--- config.mk ---
export PLATFORM = sky130hd
export DESIGN_NAME = sram_arbiter
export DESIGN_NICKNAME = d
export VERILOG_FILES = /design/src/rtl/p3p_pkg.sv /design/src/rtl/sram_arbiter_rr_picker.sv /design/src/rtl/sram_arbiter.sv
export SDC_FILE = /design/constraint.sdc
export NUM_CORES = 1
export LEC_CHECK = 0
export CAP_MARGIN = 20
export CORE_MARGIN = 5
export CORE_UTILIZATION = 38
export CTS_CLUSTER_SIZE = 8
export DETAILED_ROUTE_END_ITERATION = 16
export GPL_TIMING_DRIVEN = 0
export PLACE_DENSITY_LB_ADDON = 0.12
export SETUP_SLACK_MARGIN = 0.5
export SLEW_MARGIN = 20
export SYNTH_ARGS = -nofsm -noshare
export SYNTH_HDL_FRONTEND = slang
export SYNTH_SLANG_ARGS = --single-unit
--- constraint.sdc ---
create_clock -name clk -period 3.7 [get_ports clk]
set_clock_uncertainty 0.1 [all_clocks]
set_input_delay 0.555 -clock clk [delete_from_list [all_inputs] [get_ports clk]]
set_output_delay 0.555 -clock clk [all_outputs]
set_load 0.02 [all_outputs]
--- src/rtl/p3p_pkg.sv ---
// Shared types for the SRAM sharing path: signed sample word, SRAM address width, arbiter states.
// No logic here, so no latency or backpressure applies.
package p3p_pkg;

  typedef logic signed [15:0] num;

  localparam int SRAM_ADDR_W = 21;

  typedef enum logic [1:0] {
    IDLE,
    ISSUE,
    WAIT,
    DONE
  } arb_state_t;

endpackage

--- src/rtl/sram_arbiter_rr_picker.sv ---
// rr_picker: combinational round-robin choice, first asserted req at index >= rr_ptr, wrapping.
// Zero latency; no backpressure, the caller samples win/win_vld when it is free to grant.
module rr_picker #(
  parameter int N_REQ = 4,
  parameter int PW    = 2
) (
  input  logic [N_REQ-1:0] req,
  input  logic [PW-1:0]    rr_ptr,
  output logic [N_REQ-1:0] win,
  output logic             win_vld,
  output logic [PW-1:0]    win_idx
);

  // Scan from the farthest offset down so the nearest asserted request is written last and wins.
  always_comb begin
    int            s;
    logic [PW-1:0] idx;
    win     = '0;
    win_vld = 1'b0;
    win_idx = '0;
    s       = 0;
    idx     = '0;
    for (int k = N_REQ - 1; k >= 0; k--) begin
      s = int'(rr_ptr) + k;
      if (s >= N_REQ) s = s - N_REQ;
      idx = PW'(s);
      if (req[idx]) begin
        win      = '0;
        win[idx] = 1'b1;
        win_vld  = 1'b1;
        win_idx  = idx;
      end
    end
  end

endmodule

--- src/rtl/sram_arbiter.sv ---
// sram_arbiter: round-robin owner of the single SRAM port, one transaction in flight; SRAM_ARB_TIMEOUT_EN adds a ready timeout.
// Strobe 1 cycle after req is seen, done 1 cycle after sram_ready; requesters hold req until done, nothing else stalls.
module sram_arbiter
  import p3p_pkg::*;
#(
  parameter int N_REQ   = 4,
  parameter int ADDR_W  = SRAM_ADDR_W,
  parameter int TIMEOUT = 255
) (
  input  logic                    clk,
  input  logic                    reset,
  input  logic [N_REQ-1:0]        req,
  input  logic [N_REQ-1:0]        req_we,
  input  logic [N_REQ*ADDR_W-1:0] req_addr,
  input  logic [N_REQ*16-1:0]     req_wdata,
  output logic [N_REQ-1:0]        grant,
  output logic [N_REQ-1:0]        done,
  output num                      rdata,
  output logic                    err,
  output logic [ADDR_W-1:0]       sram_addr,
  output logic [15:0]             sram_wdata,
  output logic                    sram_read,
  output logic                    sram_write,
  input  logic [15:0]             sram_rdata,
  input  logic                    sram_ready
);

  localparam int PW = (N_REQ > 1) ? $clog2(N_REQ) : 1;

  arb_state_t        state, state_nxt;
  logic [PW-1:0]     rr_ptr;
  logic [PW-1:0]     own_idx;
  logic [PW-1:0]     win_idx;
  logic [N_REQ-1:0]  win;
  logic              win_vld;
  logic              we_q;
  logic              to_hit;

  rr_picker #(
    .N_REQ (N_REQ),
    .PW    (PW)
  ) u_picker (
    .req     (req),
    .rr_ptr  (rr_ptr),
    .win     (win),
    .win_vld (win_vld),
    .win_idx (win_idx)
  );

  always_ff @(posedge clk) begin
    if (reset) state <= IDLE;
    else       state <= state_nxt;
  end

  // Strobes and done are decoded from state so a reset drops them on the very next cycle.
  always_comb begin
    state_nxt  = state;
    sram_read  = 1'b0;
    sram_write = 1'b0;
    done       = '0;
    case (state)
      IDLE:  if (win_vld) state_nxt = ISSUE;
      ISSUE: begin
        sram_read  = ~we_q;
        sram_write = we_q;
        state_nxt  = WAIT;
      end
      WAIT:  if (sram_ready || to_hit) state_nxt = DONE;
      DONE:  begin
        done      = grant;
        state_nxt = IDLE;
      end
      default: state_nxt = IDLE;
    endcase
  end

  always_ff @(posedge clk) begin
    if (reset) begin
      grant      <= '0;
      own_idx    <= '0;
      rr_ptr     <= '0;
      we_q       <= 1'b0;
      sram_addr  <= '0;
      sram_wdata <= '0;
      rdata      <= '0;
    end else begin
      case (state)
        IDLE: if (win_vld) begin
          grant      <= win;
          own_idx    <= win_idx;
          we_q       <= req_we[win_idx];
          sram_addr  <= req_addr[win_idx*ADDR_W +: ADDR_W];
          sram_wdata <= req_wdata[win_idx*16 +: 16];
        end
        WAIT: begin
          if (sram_ready) begin
            if (!we_q) rdata <= sram_rdata;
          end else if (to_hit) begin
            rdata <= 16'h8000;
          end
        end
        DONE: begin
          grant  <= '0;
          rr_ptr <= (own_idx == PW'(N_REQ - 1)) ? '0 : own_idx + 1'b1;
        end
        default: ;
      endcase
    end
  end

`ifdef SRAM_ARB_TIMEOUT_EN
  localparam logic [7:0] TO_LAST = 8'(TIMEOUT - 1);

  logic [7:0] wait_cnt;
  logic       to_q;

  // Counter reads k-1 in the k-th WAIT cycle, so the abort lands after TIMEOUT WAIT cycles.
  assign to_hit = (state == WAIT) && (wait_cnt == TO_LAST);
  assign err    = (state == DONE) && to_q;

  always_ff @(posedge clk) begin
    if (reset) begin
      wait_cnt <= '0;
      to_q     <= 1'b0;
    end else begin
      wait_cnt <= (state == WAIT) ? wait_cnt + 8'd1 : 8'd0;
      if (state == ISSUE)                   to_q <= 1'b0;
      else if (to_hit && !sram_ready)       to_q <= 1'b1;
    end
  end
`else
  logic unused_timeout;

  assign unused_timeout = ^8'(TIMEOUT);
  assign to_hit         = 1'b0;
  assign err            = 1'b0;
`endif

endmodule

==> impl_metrics.env, run 1 <==
export IMPL_drc=0
export IMPL_die_h_um=111
export IMPL_layout_commonest_cell="clkdlybuf4s50_1"
export IMPL_synthCells=412
export IMPL_nets=853
export IMPL_synth_warnings=0
export IMPL_finalPower_mw=3.79
export IMPL_max_slew_margin=0.620
export IMPL_worstPathArrival_ps=3150
export IMPL_crit_required_ps=3820
export IMPL_clkTransAtPathRegs_ps=70
export IMPL_power_density_nw_per_um2=566
export IMPL_critPathMaxFanout=10
export IMPL_fp_dieW_um=111
export IMPL_gr_max_usage_layer="met2"
export IMPL_use_met1=0.285
export IMPL_dpl_worst_slack_ps=318
export IMPL_fin_crit_sh=0.816
export IMPL_grt_pass1_vias=4282
export IMPL_portBuffers=236
export IMPL_yosysTopAreaCellShare=0.332
export IMPL_drive_gt1_frac=0.0927
export IMPL_synth_main_ff_cell="dfxtp_1"
export IMPL_place_hpwl_um=12100
export IMPL_rsz0062_at_grt="false"
export IMPL_routed_wl_um=15200
export IMPL_drtAntennaViolNets=0
export IMPL_overflow=0
export IMPL_cts_buffers=9
export IMPL_met3_usage=0.0660
export IMPL_clk_latency_ps=350
export IMPL_met2_usage=0.426
export IMPL_cap_violations=0
export IMPL_fin_ws_ps=679
export IMPL_synthArstFlopShare=0
export IMPL_syn_avg_cell_area_sq_um=9.37
export IMPL_worstMarginPinSlew_ps=567
export IMPL_yosysTopAreaCell="dfxtp_1"
export IMPL_coreArea_sq_um=9820
export IMPL_setup_violations_final=0
export IMPL_cts_tree="done"
export IMPL_drt_vias_per_instance=5.19
export IMPL_outcome="finished clean"
export IMPL_wire_per_inst_um=19.0
export IMPL_vias=4166
export IMPL_grt_pass1_wl_um=23800
export IMPL_htree_levels=3
export IMPL_grt_start_max_net_pins=11
export IMPL_die_area_sq_um=12300
export IMPL_synth_edff_count=0
export IMPL_initial_utilization=0.393
export IMPL_cts_num_sinks=64
export IMPL_utilization=0.682
export IMPL_path_class="flip-flop to flip-flop"
export IMPL_root_buffer="clkbuf_8"
export IMPL_cts_hold_buf=0
export IMPL_antenna_found_initial=0
export IMPL_syn2layout_area_growth_pct=73.4
export IMPL_ys_seq_area_frac=0.332
export IMPL_rows=36
export IMPL_diodes=0
export IMPL_slew_viol_final=0
export IMPL_vdd_ir_drop_worst_mv=0.304
export IMPL_finalCriticalPeriod_ps=3020
export IMPL_final_cell_mix="clkdlybuf4s50_1 (236), mux2i_1 (75), nand2_1 (65)"
export IMPL_ios=239
export IMPL_startpoint_type="flip-flop"
export IMPL_cp_end_kind="flip-flop"
export IMPL_synth_cell_types=45
export IMPL_synthTopCellsByArea="dfxtp_1 (33%), mux2i_1 (20%), nand2_1 (6.3%)"
export IMPL_gp_congestion=0.899
export IMPL_finalHoldViolCount=0
export IMPL_p_leak_nw=2.80
export IMPL_drt_pass1_iterations=4
export IMPL_ys_ff_latch=64
export IMPL_fin_cells=802
export IMPL_fin_setup_tns_ps=0
export IMPL_cts_buffer_depth=2
export IMPL_placedCellCount=781
export IMPL_grt_total_usage=0.242
export IMPL_synthesis_nets=601
export IMPL_hp_class="flip-flop to flip-flop"
export IMPL_fmax_ghz=0.331
export IMPL_synthesis_area_sq_um=3860
export IMPL_drtIter0Drc=195
==> path summary, 6_finish.rpt <==
kind | cells after the start | slack (ps) | to | start
setup reg to reg | 13 | 680 | sram_addr[19]$_SDFFE_PP0P_ | rr_ptr[0]$_SDFFE_PP0P_
setup / recovery | 13 | 680 | sram_addr[19]$_SDFFE_PP0P_ | rr_ptr[0]$_SDFFE_PP0P_
hold / removal | 2 | 350 | rdata[2]$_SDFFE_PP0P_ | rdata[2]$_SDFFE_PP0P_
hold reg to reg | 2 | 350 | rdata[2]$_SDFFE_PP0P_ | rdata[2]$_SDFFE_PP0P_
==> report_power, final <==
part           switching, mW  internal (mW)
Sequential             0.130          0.917
Combinational           1.12           1.03
Clock                  0.276          0.309
Total                   1.53           2.26
==> worst max-delay path, stage by stage (launching register included) <==
cell        delay, ps
dfxtp_2           390
buf_6             150
buf_6             140
clkinvlp_4        120
ha_1              300
buf_2             180
nand2b_4          180
a21oi_1           140
and3b_1           220
o2bb2ai_4         230
buf_12            160
buf_8             170
mux2i_4           260
o221ai_1          140
==> repair_timing <==
| action | CTS | global route |
|---|---|---|
| endpoints found under the hold margin | 0 | 0 |
| cloned | 0 | 0 |
| pin swaps | 1 | 1 |
| buffers inserted | 0 | 5 |
| gates resized for setup | 7 | 12 |
| setup endpoints to repair | 34 | 37 |
==> layer usage <==
| metal | vias up | wire length [um] |
|---|---|---|
| li1 | 2028 | - |
| met5 | - | 0 |
| met4 | 0 | 367 |
| met2 | 181 | 7620 |
| met1 | 1930 | 6220 |
| met3 | 27 | 1040 |
==> cell usage after synthesis, types with 2 or more instances <==
cell type and instances:
mux2i_1 78, nand2_1 65, dfxtp_1 64, o221ai_1 22, a21oi_1 21, o21bai_1 16
ha_1 14, nor2_1 14, clkbuf_1 13, a221oi_1 12, buf_2 10, nor2b_1 10
a221oi_2 8, and2_1 5, buf_4 5, inv_1 5, a22oi_1 4, a31oi_1 4
o32ai_1 4, a211oi_1 3, buf_6 3, nand2b_1 3, buf_8 2, mux4_2 2
nor3_1 2, o21a_1 2, o21ai_0 2, o21ai_1 2
==> state kept, by name, summed over array words and instances, names as in the netlist <==
name,flops
sram_addr,21
rdata,16
sram_wdata,16
grant,4
own_idx,2
rr_ptr,2
state,2
we_q,1
==> area by class of cell <==
cell class	instances	area [sq um]
Clock buffer	12	135
Buffer	35	236
Tap cell	133	166
Fill cell	836	3130
Timing Repair Buffer	241	2410
Clock inverter	4	45.0
Multi-Input combinational cell	308	2390
Inverter	5	22.5
Sequential cell	64	1280
==> through the flow <==
stage | hold slack (ps) | instance area, sq um
2_1_floorplan | 372 | 3860
3_3_place_gp | 342 | 6390
3_5_place_dp | 346 | 6390
4_1_cts | 355 | 6600
5_1_grt | 372 | 6690
6_report | 355 | 6690
==> cell families after synthesis <==
kind of cell	count (synthesis)	synth area share
AO/OA/AOI/OAI	104	0.218
adder cells (fa/ha/maj)	14	0.0454
buffers and inverters	40	0.0590
flip-flops	64	0.332
multiplexers	81	0.217
other	1	0.000972
AND/OR/NAND/NOR	108	0.128
No activity file was read; power rests on OpenSTA's default activity.
==> inputs of run 2 (changes only) <==
clock period = 3 ns   (was 3.7 ns; I/O delays follow)
==> impl_metrics.env, run 2 (same netlist as run 1, synthesis figures left out) <==
export IMPL_outcome="finished clean"
export IMPL_ios=239
export IMPL_grt_start_max_net_pins=13
export IMPL_multi_input_comb_area_sq_um=2670
export IMPL_die_h_um=111
export IMPL_fp_dieW_um=111
export IMPL_regArea_sq_um=1290
export IMPL_vias=4421
export IMPL_drtIter0Drc=235
export IMPL_rsz0062_at_grt="true"
export IMPL_cts_buffers=9
export IMPL_gr_max_usage_layer="met2"
export IMPL_crit_required_ps=3130
export IMPL_p_sw_frac=0.404
export IMPL_wire_per_inst_um=21.0
export IMPL_syn2layout_area_growth_pct=90.1
export IMPL_drc=0
export IMPL_fillers=704
export IMPL_drive_gt1_frac=0.179
export IMPL_cts_hold_buf=0
export IMPL_clkTransAtPathRegs_ps=80
export IMPL_met3_usage=0.0562
export IMPL_overflow=0
export IMPL_slowest_delay_ps=350
export IMPL_reg_largest_list="sram_addr: 21 flops, rdata: 16 flops, sram_wdata: 16 flops"
export IMPL_finalCriticalPeriod_ps=2730
export IMPL_critical_path_slowest_cell="dfxtp_4"
export IMPL_dpl_worst_slack_ps=-154
export IMPL_cts_buffer_depth=2
export IMPL_coreArea_sq_um=9820
export IMPL_max_slew_margin=0.629
export IMPL_internal_power_mw=3.09
export IMPL_cts_num_sinks=64
export IMPL_grt_pass1_wl_um=24300
export IMPL_vdd_ir_drop_worst_mv=0.324
export IMPL_startpoint_type="flip-flop"
export IMPL_finalHoldViolCount=0
export IMPL_fin_setup_tns_ps=0
export IMPL_htree_levels=3
export IMPL_place_hpwl_um=12100
export IMPL_power_density_nw_per_um2=706
export IMPL_drtAntennaViolNets=0
export IMPL_p_leak_nw=2.97
export IMPL_layout_commonest_cell="clkdlybuf4s50_1"
export IMPL_crit_top_cell="buf_6"
export IMPL_fin_crit_sh=0.910
export IMPL_clk_latency_ps=340
export IMPL_root_buffer="clkbuf_8"
export IMPL_slew_viol_final=0
export IMPL_portBuffers=236
export IMPL_worstPathCellList="buf_6 > buf_8 > clkinv_8 > ha_4 > buf_6 > nand2b_4 > a21oi_2 > and3b_2 > o2bb2ai_4 > buf_4 > buf_6 > clkbuf_16 > mux2i_1 > a221oi_2"
export IMPL_critPathMaxFanout=5
export IMPL_fmax_ghz=0.366
export IMPL_final_cell_mix="clkdlybuf4s50_1 (235), nand2_1 (65), dfxtp_1 (62)"
export IMPL_cp_end_kind="flip-flop"
export IMPL_drt_vias_per_instance=5.38
export IMPL_p_sw_mw=2.09
export IMPL_sequentialPowerShare=0.250
export IMPL_grt_total_usage=0.245
export IMPL_die_area_sq_um=12300
export IMPL_use_met1=0.281
export IMPL_hp_class="flip-flop to flip-flop"
export IMPL_cts_tree="done"
export IMPL_largest_reg_flops=21
export IMPL_p_comb_frac=0.611
export IMPL_routed_wl_um=17300
export IMPL_path_class="flip-flop to flip-flop"
export IMPL_cap_violations=0
export IMPL_top_register="sram_addr"
export IMPL_nets=872
export IMPL_setup_violations_final=0
export IMPL_p_clk_frac=0.139
export IMPL_gp_congestion=0.904
export IMPL_met2_usage=0.440
export IMPL_drt_pass1_iterations=5
export IMPL_initial_utilization=0.393
export IMPL_rows=36
export IMPL_fin_ws_ps=269
export IMPL_grt_pass1_vias=4408
export IMPL_worstPathArrival_ps=2860
export IMPL_antenna_found_initial=1
export IMPL_worstMarginPinSlew_ps=551
==> run 2: layout make-up <==
type                    instances  area share
plain buffers                  35      0.0430
inverters                       5     0.00426
diodes                          1    0.000341
multi-input cells             308       0.364
well taps                     133      0.0227
clock inverters                 5     0.00511
clock buffers                  11      0.0206
flip-flops and latches         64       0.176
repair buffers                260       0.365
==> run 2: layer usage <==
layer | part of all wire | vias up
li1 | - | 2075
met1 | 0.38 | 2131
met2 | 0.52 | 183
met3 | 0.066 | 32
met4 | 0.030 | 0
met5 | 0 | -
==> run 2: what timing repair did <==
item,CTS,global route
pin swaps,12,14
setup buffers,13,6
endpoints found under the setup margin,44,41
gates resized for setup,48,45
cloned,2,3
==> run 2: path summary, 6_finish.rpt <==
path | from | end | slack (ps) | depth (start not counted)
max | rr_ptr[0]$_SDFFE_PP0P_ | sram_addr[12]$_SDFFE_PP0P_ | 270 | 14
min | rdata[1]$_SDFFE_PP0P_ | rdata[1]$_SDFFE_PP0P_ | 360 | 2
max reg2reg | rr_ptr[0]$_SDFFE_PP0P_ | sram_addr[12]$_SDFFE_PP0P_ | 270 | 14
min reg2reg | rdata[1]$_SDFFE_PP0P_ | rdata[1]$_SDFFE_PP0P_ | 360 | 2
==> run 2: through the flow <==
step	hold WS [ps]	std cells	area (sq um)	total power [mW]	util
2_1_floorplan	372	412	3900	2.79	-
3_3_place_gp	342	781	6430	3.82	0.655
3_5_place_dp	352	781	6430	3.89	0.655
4_1_cts	364	812	7010	4.89	0.714
5_1_grt	383	822	7340	5.43	0.747
6_report	361	822	7340	5.18	0.747
==> run 2: power groups by stage <==
stage / clock network, mW / registers, mW / logic, mW
final: 0.722 / 1.29 / 3.16
after CTS: 0.725 / 1.28 / 2.88
after global routing: 0.768 / 1.33 / 3.33
after detailed placement: 0 / 1.31 / 2.58
after floorplan: 0 / 1.59 / 1.20
after global placement: 0 / 1.29 / 2.54
==> run 2: worst max-delay path, delay by kind of cell (launching register included) <==
kind            cells  cell delay, ps
simple gates        2             390
flops               1             350
compound gates      3             480
mux                 1             290
buf+inv             7             840
fa+ha+maj           1             180
==> inputs of run 3 (changes only) <==
RECOVER_POWER = 100   (was not set)
==> impl_metrics.env, run 3 (same netlist as run 1, synthesis figures left out) <==
export IMPL_final_cell_mix="clkdlybuf4s50_1 (172), nand2_1 (65), dlygate4sd3_1 (63)"
export IMPL_fmax_ghz=0.359
export IMPL_nets=872
export IMPL_vdd_ir_drop_worst_mv=0.323
export IMPL_hp_class="flip-flop to flip-flop"
export IMPL_fin_crit_sh=0.929
export IMPL_finalHoldViolCount=0
export IMPL_startpoint_type="flip-flop"
export IMPL_overflow=0
export IMPL_cts_num_sinks=64
export IMPL_cts_tree="done"
export IMPL_max_slew_margin=0.629
export IMPL_clk_latency_ps=340
export IMPL_reg_largest_list="sram_addr: 21 flops, rdata: 16 flops, sram_wdata: 16 flops"
export IMPL_syn2layout_area_growth_pct=88.0
export IMPL_drtAntennaViolNets=0
export IMPL_cts_buffers=9
export IMPL_dpl_cell_area_sq_um=6430
export IMPL_initial_utilization=0.393
export IMPL_ios=239
export IMPL_hold_ws_ps=358
export IMPL_vias=4414
export IMPL_rsz0062_at_grt="true"
export IMPL_dpl_worst_slack_ps=-154
export IMPL_worstPathArrival_ps=2900
export IMPL_gp_congestion=0.904
export IMPL_grt_start_max_net_pins=13
export IMPL_clkTransAtPathRegs_ps=80
export IMPL_top_register="sram_addr"
export IMPL_fin_cells=822
export IMPL_place_hpwl_um=12100
export IMPL_crit_required_ps=3120
export IMPL_fp_dieW_um=111
export IMPL_crit_start="rr_ptr[0]$_SDFFE_PP0P_"
export IMPL_portBuffers=236
export IMPL_finalCriticalPeriod_ps=2790
export IMPL_grt_total_usage=0.245
export IMPL_setup_violations_final=0
export IMPL_cp_end_kind="flip-flop"
export IMPL_wire_per_inst_um=21.0
export IMPL_fillers=716
export IMPL_antenna_found_initial=1
export IMPL_root_buffer="clkbuf_8"
export IMPL_power_density_nw_per_um2=692
export IMPL_slew_viol_final=0
export IMPL_grt_pass1_wl_um=24300
export IMPL_cap_violations=0
export IMPL_rr_startpoint="rr_ptr[0]$_SDFFE_PP0P_"
export IMPL_multi_input_comb_area_sq_um=2600
export IMPL_drt_vias_per_instance=5.37
export IMPL_drt_pass1_iterations=4
export IMPL_path_class="flip-flop to flip-flop"
export IMPL_grt_pass1_vias=4408
export IMPL_rows=36
export IMPL_die_area_sq_um=12300
export IMPL_hp_start="rdata[1]$_SDFFE_PP0P_"
export IMPL_drive_gt1_frac=0.163
export IMPL_p_leak_nw=3.13
export IMPL_htree_levels=3
export IMPL_regArea_sq_um=1290
export IMPL_critPathMaxFanout=5
export IMPL_fin_ws_ps=212
export IMPL_outcome="finished clean"
export IMPL_layout_commonest_cell="clkdlybuf4s50_1"
export IMPL_stdcell_area_sq_um=7260
export IMPL_drtIter0Drc=233
export IMPL_drc=0
export IMPL_routed_wl_um=17300
export IMPL_worstMarginPinSlew_ps=551
export IMPL_placedCellCount=781
export IMPL_cts_buffer_depth=2
export IMPL_coreArea_sq_um=9820
export IMPL_largest_reg_flops=21
export IMPL_die_h_um=111
==> run 3: cell types whose count changed in the layout (fill, tap and decap cells not counted), moves of 2 or more <==
cell             previous run  this run
clkbuf_1                    9        12
mux2i_4                    13        10
buf_4                      17        15
mux2i_1                    53        59
clkdlybuf4s50_1           235       172
clkbuf_2                    5         8
buf_2                       3         1
dlygate4sd3_1               0        63
mux2i_2                    12         9
==> run 3: layout make-up <==
cell class / instances / area share
clock inverter: 5 / 0.00517
multi-input combinational: 308 / 0.359
inverter: 5 / 0.00431
tap: 133 / 0.0229
clock buffer: 11 / 0.0209
antenna: 1 / 0.000345
buffer: 35 / 0.0426
timing repair buffer: 260 / 0.368
sequential: 64 / 0.178
==> run 3: repair_timing <==
| item | 4_1_cts | 5_1_grt |
|---|---|---|
| setup buffers | 13 | 6 |
| resized for setup | 48 | 45 |
| pin swaps | 12 | 14 |
| cloned | 2 | 3 |
| hold endpoints to repair | 0 | 0 |
| endpoints found under the setup margin | 44 | 41 |
| hold buffers | 0 | 0 |
==> run 3: per-stage QoR <==
| step | power (mW) | setup TNS (ps) | util |
|---|---|---|---|
| floorplan | 2.79 | 0 | - |
| global placement | 3.82 | -1960 | 0.655 |
| detailed placement | 3.89 | -1960 | 0.655 |
| CTS | 4.89 | 0 | 0.714 |
| global route | 5.28 | 0 | 0.739 |
| finish | 5.03 | 0 | 0.739 |
==> run 3: critical path, stage by stage (launching register included) <==
cell,delay [ps]
dfxtp_4,350
buf_6,110
buf_8,120
clkinv_8,40
ha_4,180
buf_6,120
nand2b_4,140
a21oi_1,150
and3b_1,220
o2bb2ai_4,230
clkbuf_4,190
buf_6,110
buf_12,130
mux2i_1,310
a221oi_1,140
==> run 3: metal layers <==
layer | vias up | global-route usage | routed length, um
met5 | - | 0 | 0
met4 | 0 | 0.0928 | 477
met3 | 28 | 0.0562 | 1180
met2 | 204 | 0.440 | 8970
met1 | 2110 | 0.281 | 6630
li1 | 2072 | - | -
==> run 3: worst paths after layout <==
path,cells after the start,slack [ps],endpoint
setup / recovery,14,210,sram_wdata[6]$_SDFFE_PP0P_
hold / removal,2,360,rdata[1]$_SDFFE_PP0P_
setup reg to reg,14,210,sram_wdata[6]$_SDFFE_PP0P_
hold reg to reg,2,360,rdata[1]$_SDFFE_PP0P_
==> run 3: power breakdown <==
part | internal [mW] | switching, mW | leakage (nW) | total (mW)
Combinational | 1.48 | 1.54 | 2.50 | 3.02
Sequential | 1.13 | 0.153 | 0.528 | 1.28
Clock | 0.350 | 0.371 | 0.0924 | 0.721
Total | 2.96 | 2.06 | 3.13 | 5.03
